File: src/rtl/layer_argmax_if.sv
// Result bus between the argmax stage and its host: network completion and
// neuron outputs in, classification result and status out.
interface layer_argmax_if #(
    parameter int DATA_WIDTH = 32,
    parameter int NUM_UNITS  = 4,
    parameter int IDX_WIDTH  = 2
);
    logic                            done;
    logic [NUM_UNITS*DATA_WIDTH-1:0] layer_out;
    logic                            result_ack;
    logic                            result_valid;
    logic [IDX_WIDTH-1:0]            result_idx;
    logic [DATA_WIDTH-1:0]           result_val;
    logic [DATA_WIDTH-1:0]           result_margin;
    logic                            busy;
    logic                            overrun;
    logic [7:0]                      result_count;

    modport master (
        output done, layer_out, result_ack,
        input  result_valid, result_idx, result_val, result_margin,
               busy, overrun, result_count
    );

    modport slave (
        input  done, layer_out, result_ack,
        output result_valid, result_idx, result_val, result_margin,
               busy, overrun, result_count
    );
endinterface

File: src/rtl/layer_argmax.sv
// Snapshots the final-layer outputs on a rising done, scans one unit per cycle
// for winner, value and margin over runner-up, and holds the result until acked.
module layer_argmax #(
    parameter int DATA_WIDTH = 32,
    parameter int NUM_UNITS  = 4,
    parameter int IDX_WIDTH  = 2
) (
    input  logic           clk,
    input  logic           reset,
    layer_argmax_if.slave  bus
);
    localparam logic signed [DATA_WIDTH-1:0] MOST_NEG = {1'b1, {(DATA_WIDTH-1){1'b0}}};
    localparam logic [IDX_WIDTH-1:0]         LAST_IDX = IDX_WIDTH'(NUM_UNITS - 1);

    typedef enum logic [1:0] {IDLE, SCAN, VALID} state_t;

    state_t                        state_reg;
    logic                          done_q_reg;
    logic                          done_event;
    logic                          capture;
    logic signed [DATA_WIDTH-1:0]  unit_in  [NUM_UNITS];
    logic signed [DATA_WIDTH-1:0]  snap_reg [NUM_UNITS];
    logic [IDX_WIDTH-1:0]          cnt_reg;
    logic signed [DATA_WIDTH-1:0]  cur_val;
    logic signed [DATA_WIDTH-1:0]  best_reg, best_next;
    logic signed [DATA_WIDTH-1:0]  second_reg, second_next;
    logic [IDX_WIDTH-1:0]          best_idx_reg, best_idx_next;
    logic [DATA_WIDTH-1:0]         margin_next;

    logic                          valid_reg;
    logic [IDX_WIDTH-1:0]          idx_reg;
    logic [DATA_WIDTH-1:0]         val_reg;
    logic [DATA_WIDTH-1:0]         margin_reg;
    logic                          busy_reg;
    logic                          overrun_reg;
    logic [7:0]                    count_reg;

    // done_q resets high so a done level held through reset is not an event.
    assign done_event = bus.done && !done_q_reg;
    assign capture    = done_event && (state_reg == IDLE) && !reset;

    generate
        for (genvar gi = 0; gi < NUM_UNITS; gi++) begin : g_snap
            assign unit_in[gi] = bus.layer_out[gi*DATA_WIDTH +: DATA_WIDTH];

            always_ff @(posedge clk) begin
                if (capture) begin
                    snap_reg[gi] <= unit_in[gi];
                end
            end
        end
    endgenerate

    assign cur_val = snap_reg[cnt_reg];

    always_comb begin
        best_next     = best_reg;
        second_next   = second_reg;
        best_idx_next = best_idx_reg;
        if (cnt_reg == '0) begin
            best_next     = cur_val;
            second_next   = MOST_NEG;
            best_idx_next = '0;
        end else if (cur_val > best_reg) begin
            second_next   = best_reg;
            best_next     = cur_val;
            best_idx_next = cnt_reg;
        end else if (cur_val > second_reg) begin
            second_next   = cur_val;
        end
    end

    // best >= second always holds, so the true difference is non-negative and
    // fits DATA_WIDTH unsigned bits; the low bits of the wide result are exact.
    assign margin_next = best_next - second_next;

    always_ff @(posedge clk) begin
        if (reset) begin
            state_reg    <= IDLE;
            done_q_reg   <= 1'b1;
            cnt_reg      <= '0;
            best_reg     <= '0;
            second_reg   <= '0;
            best_idx_reg <= '0;
            valid_reg    <= 1'b0;
            idx_reg      <= '0;
            val_reg      <= '0;
            margin_reg   <= '0;
            busy_reg     <= 1'b0;
            overrun_reg  <= 1'b0;
            count_reg    <= '0;
        end else begin
            done_q_reg <= bus.done;
            if (done_event && (state_reg != IDLE)) begin
                overrun_reg <= 1'b1;
            end
            case (state_reg)
                IDLE: begin
                    if (done_event) begin
                        state_reg <= SCAN;
                        cnt_reg   <= '0;
                        busy_reg  <= 1'b1;
                    end
                end
                SCAN: begin
                    best_reg     <= best_next;
                    second_reg   <= second_next;
                    best_idx_reg <= best_idx_next;
                    cnt_reg      <= cnt_reg + IDX_WIDTH'(1);
                    if (cnt_reg == LAST_IDX) begin
                        idx_reg    <= best_idx_next;
                        val_reg    <= best_next;
                        margin_reg <= margin_next;
                        valid_reg  <= 1'b1;
                        state_reg  <= VALID;
                    end
                end
                VALID: begin
                    if (bus.result_ack) begin
                        valid_reg <= 1'b0;
                        busy_reg  <= 1'b0;
                        count_reg <= count_reg + 8'd1;
                        state_reg <= IDLE;
                    end
                end
                default: state_reg <= IDLE;
            endcase
        end
    end

    assign bus.result_valid  = valid_reg;
    assign bus.result_idx    = idx_reg;
    assign bus.result_val    = val_reg;
    assign bus.result_margin = margin_reg;
    assign bus.busy          = busy_reg;
    assign bus.overrun       = overrun_reg;
    assign bus.result_count  = count_reg;
endmodule

File: src/flat_wrapper.sv
// flat-port wrapper written by rule: the top's interface ports become plain ports
module layer_argmax_flat 
#(
    parameter int DATA_WIDTH = 32,
    parameter int NUM_UNITS  = 4,
    parameter int IDX_WIDTH  = 2
)
  (clk, reset, bus_done, bus_layer_out, bus_result_ack, bus_result_valid, bus_result_idx, bus_result_val, bus_result_margin, bus_busy, bus_overrun, bus_result_count);
  layer_argmax_if #(.DATA_WIDTH(DATA_WIDTH), .NUM_UNITS(NUM_UNITS), .IDX_WIDTH(IDX_WIDTH)) bus_i ();
  input  logic clk;
  input  logic reset;
  input wire logic [$bits(bus_i.done)-1:0] bus_done;
  input wire logic [$bits(bus_i.layer_out)-1:0] bus_layer_out;
  input wire logic [$bits(bus_i.result_ack)-1:0] bus_result_ack;
  output wire logic [$bits(bus_i.result_valid)-1:0] bus_result_valid;
  output wire logic [$bits(bus_i.result_idx)-1:0] bus_result_idx;
  output wire logic [$bits(bus_i.result_val)-1:0] bus_result_val;
  output wire logic [$bits(bus_i.result_margin)-1:0] bus_result_margin;
  output wire logic [$bits(bus_i.busy)-1:0] bus_busy;
  output wire logic [$bits(bus_i.overrun)-1:0] bus_overrun;
  output wire logic [$bits(bus_i.result_count)-1:0] bus_result_count;
  assign bus_i.done = bus_done;
  assign bus_i.layer_out = bus_layer_out;
  assign bus_i.result_ack = bus_result_ack;
  assign bus_result_valid = bus_i.result_valid;
  assign bus_result_idx = bus_i.result_idx;
  assign bus_result_val = bus_i.result_val;
  assign bus_result_margin = bus_i.result_margin;
  assign bus_busy = bus_i.busy;
  assign bus_overrun = bus_i.overrun;
  assign bus_result_count = bus_i.result_count;
  layer_argmax #(.DATA_WIDTH(DATA_WIDTH), .NUM_UNITS(NUM_UNITS), .IDX_WIDTH(IDX_WIDTH)) u_core (.clk(clk), .reset(reset), .bus(bus_i));
endmodule
File: config.mk
export PLATFORM = sky130hd
export DESIGN_NAME = layer_argmax_flat
export DESIGN_NICKNAME = d
export VERILOG_FILES = /design/src/rtl/layer_argmax_if.sv /design/src/rtl/layer_argmax.sv /design/src/flat_wrapper.sv
export SDC_FILE = /design/constraint.sdc
export NUM_CORES = 1
export LEC_CHECK = 0
export BUFFER_PORTS_ARGS = -buffer_cell sky130_fd_sc_hd__buf_2
export CAP_MARGIN = 20
export CORE_UTILIZATION = 50
export CTS_CLUSTER_DIAMETER = 80
export CTS_CLUSTER_SIZE = 25
export DETAILED_ROUTE_END_ITERATION = 12
export PLACE_DENSITY_LB_ADDON = 0.2
export SETUP_SLACK_MARGIN = 0.15
export SYNTH_ARGS = -nofsm -noshare
export SYNTH_HDL_FRONTEND = slang
export SYNTH_SLANG_ARGS = --single-unit
File: constraint.sdc
create_clock -name clk -period 13.5 [get_ports clk]
set_clock_uncertainty 0.1 [all_clocks]
set_input_delay 1.35 -clock clk [delete_from_list [all_inputs] [get_ports clk]]
set_output_delay 1.35 -clock clk [all_outputs]
set_load 0.02 [all_outputs]
# Yosys cells after proc, flatten, opt, wreduce, memory -nomap -nowiden
# Memory sizes are Yosys's and may differ from the RTL's. A register that Yosys moved wholly into a read port is not among the register bits.
# Cells that the tools add are included.
# word_totals
wordCells	65
output_inout_bits	77
ramBits	128
inputBits	132
ff_bits	148
mem_count	1
# memory_table
name	depth	word_bits	read_ports	rd_clocked_by_memory_dff	write_ports	line	text
u_core.snap_reg	4	32	1	1	4	layer_argmax.sv:22	logic signed [DATA_WIDTH-1:0] snap_reg [NUM_UNITS];
# op_classes
n_mux	22
n_reduce_logical	18
order_cmp	2
eq_ne	6
n_addsub	3
# op_table
cell	count
32-bit 2-to-1 mux	5
32-bit greater-than comparator	2
32-bit subtractor	1
2-bit 2-to-1 mux	8
3-bit AND reduction	3
8-bit by 1-bit adder with 8-bit output, second input constant	1
2-bit nonzero test	4
2-bit one-hot mux with 3 select lines	1
2-bit AND reduction	3
1-bit 2-to-1 mux	5
2-bit equality test, second input constant	2
1-bit logical AND	4
2-bit logical NOT	2
2-bit by 1-bit != test with 1-bit output, second input constant	2
1-bit one-hot mux with 2 select lines	2
2-bit one-hot mux with 2 select lines	1
2-bit by 1-bit adder with 2-bit output, second input constant	1
2-bit by 1-bit equality test with 1-bit output, second input constant	1
1-bit logical NOT	2
2-bit != test, second input constant	1

# Longest topological paths before layout
# Gate-level depths: netlist of the first run.
# depth
depth_word	6
mapped_depth	26
ltp_nobuf	22

# Worst setup path before layout of the first run
# No wires, ideal clock.
# synth_timing
path_type	input port to flip-flop
startpoint	input reset
endpoint	memory u_core.snap_reg[0][0] (enable)
stages	2
setup_time_ns	0.932
setup_slack_ns	-1.242
required_time_ns	12.468
path_buffers	1
t_arrival_ns	13.710
path_cell_list	clkbuf_1 -> nor4_1
# synth_rtl
item	line	text
start, declared	flat_wrapper.sv:11	input logic reset;
end, declared	layer_argmax.sv:22	

==> flow_summary.yaml, run 1 <==
run_status:
  status: "completed"
hold_path:
  worstHoldPathType: "flip-flop to flip-flop"
clock_tree:
  clk_pin_slew_worst_paths_ns: 0.10
  cts_tree: "built"
  cts.path.max_buffers: 3
  cts.sinks: 278
  post_cts_buffers: 0
  cts.repair.resized: 0
  clk_latency_ns: 0.52
  clock-root-buffer: "clkbuf_16"
  holdBufCountCts: 0
  htreeDepth: 1
  cts_buffers: 16
pwr:
  pwr-share-comb: 0.156
  p_leak_nw: 6.09
  power.density_mw_per_mm2: 106
  p_switching_mw: 0.453
  intPower_mw: 1.28
  clkPwrFrac: 0.317
  pwr-share-seq: 0.528
  vdd_drop_max_mv: 0.117
  p_sw_frac: 0.262
sta:
  hold_violations: 0
  min_period_ns: 7.75
  tns_ns: 0
  whs_ns: 0.349
  drv_slew: 0
  worstMarginPinSlew_ns: 1.05
  grt_setup_unrepaired: "false"
  setup_slack_ns: 5.75
  setup_viol: 0
  relSlewSlack: 0.299
  finalCritPeriodShare: 0.574
  fmax_ghz: 0.129
logic_synthesis:
  syn_area_sq_mm: 0.0145
  synth.distinct_cells: 73
  ys_seq_area_frac: 0.471
  synth_area_leaders: "edfxtp_1, dfxtp_1, ha_1, mux4_2, nor2_1"
  syn_nets: 1550
  yosysWarningCount: 0
  async_flop_share: 0
  syn_inst: 1319
  ys_ff_latch: 278
  yosysTopAreaCell: "edfxtp_1"
  syn_area_per_cell_sq_um: 11.0
  yosysTopAreaCellShare: 0.264
  synth_ff_type: "dfxtp_1"
  synth_edf_count: 128
worst_setup_path:
  crit_slowest_cell: "buf_4"
  cpPeakStageDelay_ns: 0.70
  cp-end-kind: "flip-flop"
  crit_buf_inv: 3
  cp_cell_sequence: "buf_4, mux4_2, ha_1, nand4_1, or4_1, nor3_1, nor2_1, o21ai_2, and2b_4, buf_4, mux2i_1, inv_1, ha_1, nor2b_1, o31a_1, o21ai_1, o21ai_0, a221oi_1, o31a_1, nand3_1, mux2_4, o2111ai_1"
  startpoint_type: "flip-flop"
  ff2ff_setup_slack_ns: 5.75
  cp.arrival_ns: 8.10
  critPathKind: "flip-flop to flip-flop"
  cp_data_required_time_ns: 13.85
  crit_fanout: 49
  cp_top_family: "compound AO/OA/AOI/OAI gates"
die:
  dieArea_sq_mm: 0.0298
  io_pins: 209
  start_util: 0.507
  core_area_sq_mm: 0.0287
  row_count: 62
  die_h_um: 173
  die_w_um: 173
route:
  post_drt_wl_per_cell_um: 17.7
  via_per_inst: 5.55
  detail-route-antenna-nets: 0
  drt_iter0_markers: 767
  drt_pass1_iterations: 5
  vias: 10400
  drt_wl_total_um: 33300
  drcViolationCount: 0
final_layout:
  syn_to_final_growth_pct: 12.8
  fillers: 2462
  drive_gt1_frac: 0.259
  largest_reg_flops: 128
  nets: 1718
  diodes: 0
place:
  dp_hpwl_um: 24600
  post-place-ws_ns: 5.81
  gp_congestion: 0.903
  portBuffers: 208
global_routing:
  grt_pass1_wl_um: 53500
  grt_overflow: 0
  grt_pass1_vias: 10100
  grt_max_degree: 93
  antenna_found_initial: 0
  track_usage: 0.222
run:
  cap_viol_max_count: 0
==> per-layer routing <==
layer | global-route usage | up-vias | wire (um)
li1 | - | 5178 | -
met1 | 0.340 | 4922 | 16900
met2 | 0.330 | 307 | 13900
met3 | 0.0317 | 33 | 1830
met4 | 0.0491 | 0 | 563
met5 | 0 | - | 0
==> synthesized netlist by cell type (3+ instances only) <==
cell and count:
nand3_1 28, nand4_1 15, a211oi_2 30, o21ai_1 4, nor4_1 3, o21a_1 8, mux2i_1 34, a22oi_2 29
nand2_1 68, a21oi_1 77, a211oi_1 71, or3_1 5, buf_2 6, a221oi_1 3, ha_1 98, o21ai_0 32
xnor2_1 12, a22oi_1 4, and3_1 8, nor3_1 13, inv_1 106, nor2_1 144, buf_6 7, dfxtp_1 150
nor3b_1 3, nand2b_1 8, o31a_1 3, clkbuf_1 51, o211ai_1 6, mux4_2 32, buf_1 5, mux2_4 31
nand3b_1 7, a21o_1 16, edfxtp_1 128, a221o_1 3, o21bai_1 3, xor2_1 13, nor2b_1 12
==> layout make-up <==
cell class / count / area (sq um) / share of cell area
multi-input cells: 864 / 7010 / 0.427
well taps: 384 / 480 / 0.0293
clock buffers: 22 / 444 / 0.0271
clock inverters: 6 / 80.1 / 0.00488
repair buffers: 220 / 1150 / 0.0698
inverters: 107 / 402 / 0.0245
flip-flops and latches: 278 / 6850 / 0.417
==> stage by stage <==
| stage | power, mW | util | cell area [sq um] | cells |
|---|---|---|---|---|
| 3_3_place_gp | 1.20 | 0.553 | 15900 | 1852 |
| 4_1_cts | 1.75 | 0.571 | 16400 | 1880 |
| 3_5_place_dp | 1.20 | 0.553 | 15900 | 1852 |
| 2_1_floorplan | 1.13 | - | 14600 | 1319 |
| 6_report | 1.73 | 0.572 | 16400 | 1881 |
| 5_1_grt | 1.81 | 0.572 | 16400 | 1881 |
==> layout by cell type, fill, tap and decap left out, types with 28 or more instances in the layout <==
master,n
buf_2,207
dfxtp_1,149
nor2_1,143
edfxtp_1,128
inv_1,106
ha_1,98
a21oi_1,77
a211oi_1,71
nand2_1,68
mux2i_1,34
mux4_2,32
o21ai_0,32
mux2_4,31
a211oi_2,30
a22oi_2,29
nand3_1,28
==> tightest hold or removal path, stage by stage, from the launching register on <==
cell and delay, ns:
dfxtp_1 0.32, inv_1 0.04, a21oi_1 0.05
==> power groups by stage <==
stage               Combinational (mW)  Sequential [mW]  Clock (mW)
floorplan                        0.202            0.931           0
global placement                 0.264            0.933           0
detailed placement               0.267            0.933           0
CTS                              0.268            0.914       0.566
global route                     0.297            0.917       0.593
finish                           0.270            0.914       0.548
==> cell families (layout without fill, tap and decap cells) <==
group,Yosys count,in the layout,synth area share
xor+xnor,25,25,0.0150
simple gates,328,328,0.105
buf+inv,177,355,0.0501
mux,100,100,0.107
flops,278,278,0.471
compound gates,312,312,0.166
fa+ha+maj,99,99,0.0857
==> worst paths after layout <==
check	from	endpoint	cells after the start
max	flip-flop	u_core.bus.result_margin[31]	22
max reg2reg	flip-flop	u_core.bus.result_margin[31]	22
min	u_core.bus.overrun	u_core.bus.overrun	2
min reg2reg	u_core.bus.overrun	u_core.bus.overrun	2
Power figures use the tool's default switching activity.
==> run 2, diff against run 1 <==
==> constraint.sdc (replaced) <==
create_clock -name clk -period 7.3 [get_ports clk]
set_clock_uncertainty 0.1 [all_clocks]
set_input_delay 0.73 -clock clk [delete_from_list [all_inputs] [get_ports clk]]
set_output_delay 0.73 -clock clk [all_outputs]
set_load 0.02 [all_outputs]
==> run 2 against run 1 <==
Compared with the run above: die area stayed put; cell count grew 0.43%; design area is 0.53% higher; first-iteration DRC count fell by 13%; hold slack worse by 0.066 ns; sequential power up 85%; utilization is 0.31 points higher; global-route usage is 0.075 points lower; largest cell class unchanged.
==> flow_summary.yaml, run 2 (same netlist as run 1, synthesis figures left out) <==
run_status:
  status: "completed"
clock_tree:
  cts.repair.resized: 0
  cts.sinks: 278
  htreeDepth: 1
  clk_pin_slew_worst_paths_ns: 0.10
  clock-root-buffer: "clkbuf_16"
  cts_buffers: 16
  holdBufCountCts: 0
  clk_latency_ns: 0.52
  post_cts_buffers: 0
  cts.path.max_buffers: 3
  cts_tree: "built"
final_layout:
  nets: 1728
  diodes: 0
  regArea_sq_mm: 0.00685
  final_cell_mix: "buf_2, dfxtp_1, nor2_1"
  multi_input_area_sq_mm: 0.00701
  fin_area_sq_mm: 0.0165
  drive_gt1_frac: 0.263
  largest_reg_flops: 128
  fillers: 2484
  final_common_cell: "buf_2"
  syn_to_final_growth_pct: 13.4
die:
  row_count: 62
  start_util: 0.507
  die_w_um: 173
  io_pins: 209
  dieArea_sq_mm: 0.0298
  core_area_sq_mm: 0.0287
  die_h_um: 173
hold_path:
  worstHoldPathType: "input pin to flip-flop"
  worstHoldPathCells: 1
  hp-start: "bus_layer_out[32]"
  min_to: "u_core.snap_reg[1][0]"
worst_setup_path:
  cp_cell_sequence: "buf_12, mux4_2, ha_1, nand4_1, or4_1, nor3_1, nor2_1, o21ai_2, and2b_4, buf_12, mux2i_1, inv_1, ha_1, o21a_1, o31a_1, o21ai_1, o21ai_0, a221oi_2, o21bai_1, a21oi_1, a221o_1, o211ai_1"
  startpoint_type: "flip-flop"
  ff2ff_setup_slack_ns: 0.63
  crit_slowest_cell: "or4_1"
  r2r_end: "u_core.bus.result_margin[29]"
  critPathKind: "flip-flop to flip-flop"
  cp_data_required_time_ns: 7.58
  cpPeakStageDelay_ns: 0.63
  cp-end-kind: "flip-flop"
  reg2reg_depth: 22
  crit_fanout: 42
  cp.arrival_ns: 6.95
route:
  drt_pass1_iterations: 5
  drt_iter0_markers: 670
  detail-route-antenna-nets: 0
  vias: 10400
  post_drt_wl_per_cell_um: 17.5
  drt_wl_total_um: 33200
  via_per_inst: 5.51
  drcViolationCount: 0
pwr:
  power.density_mw_per_mm2: 192
  power.total_mw: 3.17
  p_leak_nw: 6.13
  vdd_drop_max_mv: 0.177
global_routing:
  grt_pass1_wl_um: 53300
  antenna_found_initial: 0
  grt_pass1_vias: 9937
  grt_max_degree: 87
  grt_overflow: 0
  track_usage: 0.221
sta:
  grt_setup_unrepaired: "false"
  fmax_ghz: 0.150
  drv_slew: 0
  finalCritPeriodShare: 0.914
  setup_viol: 0
  min_period_ns: 6.67
  relSlewSlack: 0.344
  hold_violations: 0
  setup_slack_ns: 0.627
  worstMarginPinSlew_ns: 0.984
  tns_ns: 0
run:
  cap_viol_max_count: 0
place:
  placed_area_sq_mm: 0.0160
  post-place-ws_ns: 0.574
  dp_hpwl_um: 24700
  gp_congestion: 0.864
  portBuffers: 208
-- run 2: worst max-delay path by stage --
stage               slack (ns)                           end  startpoint  cells after the start
floorplan                 1.05  u_core.bus.result_margin[31]   flip-flop                     23
global placement          0.76  u_core.bus.result_margin[29]   flip-flop                     22
detailed placement        0.57  u_core.bus.result_margin[31]   flip-flop                     22
CTS                       0.50  u_core.bus.result_margin[31]   flip-flop                     22
global route              0.20  u_core.bus.result_margin[29]   flip-flop                     22
finish                    0.63  u_core.bus.result_margin[29]   flip-flop                     22
-- run 2: per-stage QoR --
step	utilization	std cells	hold WS [ns]
6_report	0.575	1889	0.283
5_1_grt	0.575	1889	0.268
4_1_cts	0.574	1889	0.270
3_5_place_dp	0.557	1863	0.335
3_3_place_gp	0.557	1863	0.332
2_1_floorplan	-	1319	0.336
-- run 2: layout make-up --
type                            instances  area share
Clock buffer                           23      0.0272
Clock inverter                          3     0.00273
Inverter                              107      0.0243
Multi-Input combinational cell        864       0.425
Sequential cell                       278       0.415
Tap cell                              384      0.0291
Timing Repair Buffer                  230      0.0763
-- run 2: worst max-delay path, delay by kind of cell (launching register included) --
| kind | cells | cell delay (ns) |
|---|---|---|
| AO/OA/AOI/OAI | 10 | 2.11 |
| adder cells (fa/ha/maj) | 2 | 0.66 |
| buffers and inverters | 3 | 0.64 |
| flip-flops | 1 | 0.39 |
| multiplexers | 2 | 0.96 |
| AND/OR/NAND/NOR | 5 | 1.66 |
-- run 2: where the power goes --
group / internal (mW) / switching, mW / leakage (nW)
registers: 1.66 / 0.0287 / 2.38
logic: 0.228 / 0.276 / 3.52
clock network: 0.445 / 0.527 / 0.238
total: 2.34 / 0.833 / 6.13
-- run 2: metal layers --
layer	track usage	vias to the layer above	wire length (um)
li1	-	5205	-
met1	0.357	4846	17200
met2	0.312	315	13400
met3	0.0284	33	1990
met4	0.0432	0	471
met5	0	-	0
==> run 3, diff against run 2 <==
--- a/config.mk
+++ b/config.mk
@@ -12,6 +12,7 @@
 export CTS_CLUSTER_SIZE = 25
 export DETAILED_ROUTE_END_ITERATION = 12
 export PLACE_DENSITY_LB_ADDON = 0.2
+export REMOVE_ABC_BUFFERS = 1
 export SETUP_SLACK_MARGIN = 0.15
 export SYNTH_ARGS = -nofsm -noshare
 export SYNTH_HDL_FRONTEND = slang
==> run 3 against run 2 <==
Compared with the run above: die area is the same; clock power grew 0.4%; combinational power grew 1%; wire length rose by 2.5%; flip-flop and latch count did not move; sequential share of layout area decreased by 0.24 points; non-clock buffer count up 16; utilization grew 0.34 points; design area up 0.59%; register-to-register slack better by 0.02 ns; critical path type unchanged; largest cell class unchanged; largest power group unchanged.
==> flow_summary.yaml, run 3 (same netlist as run 1, synthesis figures left out) <==
worst_setup_path:
  cp.arrival_ns: 6.95
  crit_cells: 23
  cp_data_required_time_ns: 7.60
  critPathKind: "flip-flop to flip-flop"
  crit_slowest_cell: "mux4_2"
  cpPeakStageDelay_ns: 0.63
  startpoint_type: "flip-flop"
  reg2reg_depth: 23
  crit_fanout: 13
  cp_cell_sequence: "buf_4, mux4_2, ha_1, nand3_1, or4_1, a21oi_1, o41a_1, o21ai_1, a21oi_4, buf_4, mux2_1, a22o_1, ha_1, fa_1, nor2b_1, o21ai_0, a211oi_1, nor2_2, a211oi_2, o2111ai_1, a31oi_1, o21ai_0, o311ai_0"
  cp-end-kind: "flip-flop"
  crit_buf_inv: 2
  cp_top_family: "compound AO/OA/AOI/OAI gates"
final_layout:
  nets: 1744
  drive_gt1_frac: 0.274
  fin_cells: 1907
  syn_to_final_growth_pct: 14.1
  final_common_cell: "buf_2"
  largest_reg_flops: 128
  final_cell_mix: "buf_2, dfxtp_1, nor2_1"
  diodes: 0
  fin_area_sq_mm: 0.0166
  final_util: 0.578
route:
  detail-route-antenna-nets: 0
  drcViolationCount: 0
  vias: 10600
  via_per_inst: 5.54
  drt_wl_total_um: 34000
  post_drt_wl_per_cell_um: 17.8
  drt_pass1_iterations: 5
  drt_iter0_markers: 681
sta:
  setup_viol: 0
  drv_slew: 0
  grt_setup_unrepaired: "false"
  fmax_ghz: 0.150
  min_period_ns: 6.66
  relSlewSlack: 0.174
  setup_slack_ns: 0.644
  finalCritPeriodShare: 0.912
  tns_ns: 0
  worstMarginPinSlew_ns: 1.23
  whs_ns: 0.287
  hold_violations: 0
clock_tree:
  cts_buffers: 16
  clock-root-buffer: "clkbuf_16"
  cts.path.max_buffers: 3
  holdBufCountCts: 0
  cts.sinks: 278
  clk_latency_ns: 0.52
  cts_tree: "built"
  clk_pin_slew_worst_paths_ns: 0.10
  htreeDepth: 1
pwr:
  power.density_mw_per_mm2: 192
  vdd_drop_max_mv: 0.169
  pwr-share-comb: 0.160
  clkPwrFrac: 0.307
  p_leak_nw: 6.22
  p_switching_mw: 0.837
  pwr-share-seq: 0.533
  p_sw_frac: 0.263
  intPower_mw: 2.34
  power.total_mw: 3.18
global_routing:
  grt_pass1_wl_um: 54300
  track_usage: 0.226
  grt_max_degree: 77
  grt_overflow: 0
  grt_pass1_vias: 10200
  antenna_found_initial: 0
run:
  cap_viol_max_count: 0
place:
  portBuffers: 208
  post-place-ws_ns: 0.366
  placed_cells: 1873
  placed_area_sq_mm: 0.0160
  dp_hpwl_um: 25500
  gp_congestion: 0.899
hold_path:
  worstHoldPathType: "input pin to flip-flop"
  worstHoldPathCells: 1
die:
  core_area_sq_mm: 0.0287
  dieArea_sq_mm: 0.0298
  die_h_um: 173
  io_pins: 209
  die_w_um: 173
  row_count: 62
  start_util: 0.507
run_status:
  status: "completed"
## run 3: worst paths after layout
path                                                     end  slack, ns                         start
worst min-delay path                  u_core.snap_reg[2][18]       0.29             bus_layer_out[82]
worst max register to register  u_core.bus.result_margin[30]       0.64                     flip-flop
worst max-delay path            u_core.bus.result_margin[30]       0.64                     flip-flop
worst min register to register  u_core.bus.result_margin[26]       0.35  u_core.bus.result_margin[26]
## run 3: cell type report
type,instances,area (sq um)
timing repair buffer,246,1350
inverter,107,402
multi-input combinational,864,7010
fill,2448,12100
clock buffer,22,444
sequential,278,6850
tap,384,480
clock inverter,6,57.6
## run 3: power by group through the flow
| stage | registers [mW] | clock network [mW] | logic, mW |
|---|---|---|---|
| global placement | 1.73 | 0 | 0.496 |
| CTS | 1.69 | 1.01 | 0.506 |
| finish | 1.69 | 0.976 | 0.510 |
| floorplan | 1.73 | 0 | 0.352 |
| detailed placement | 1.73 | 0 | 0.505 |
| global route | 1.70 | 1.06 | 0.564 |
## run 3: what timing repair did
item,CTS,global route
setup endpoints to repair,0,5
setup buffers,0,6
resized for setup,0,5
## run 3: metal layers
layer  vias to the layer above  part of all wire  wire (um)  track usage
met4                         0             0.020        672       0.0573
met2                       285              0.44      14800        0.348
met1                      5018              0.49      16700        0.333
met5                         -                 0          0            0
li1                       5230                 -          -            -
met3                        41             0.053       1800       0.0358
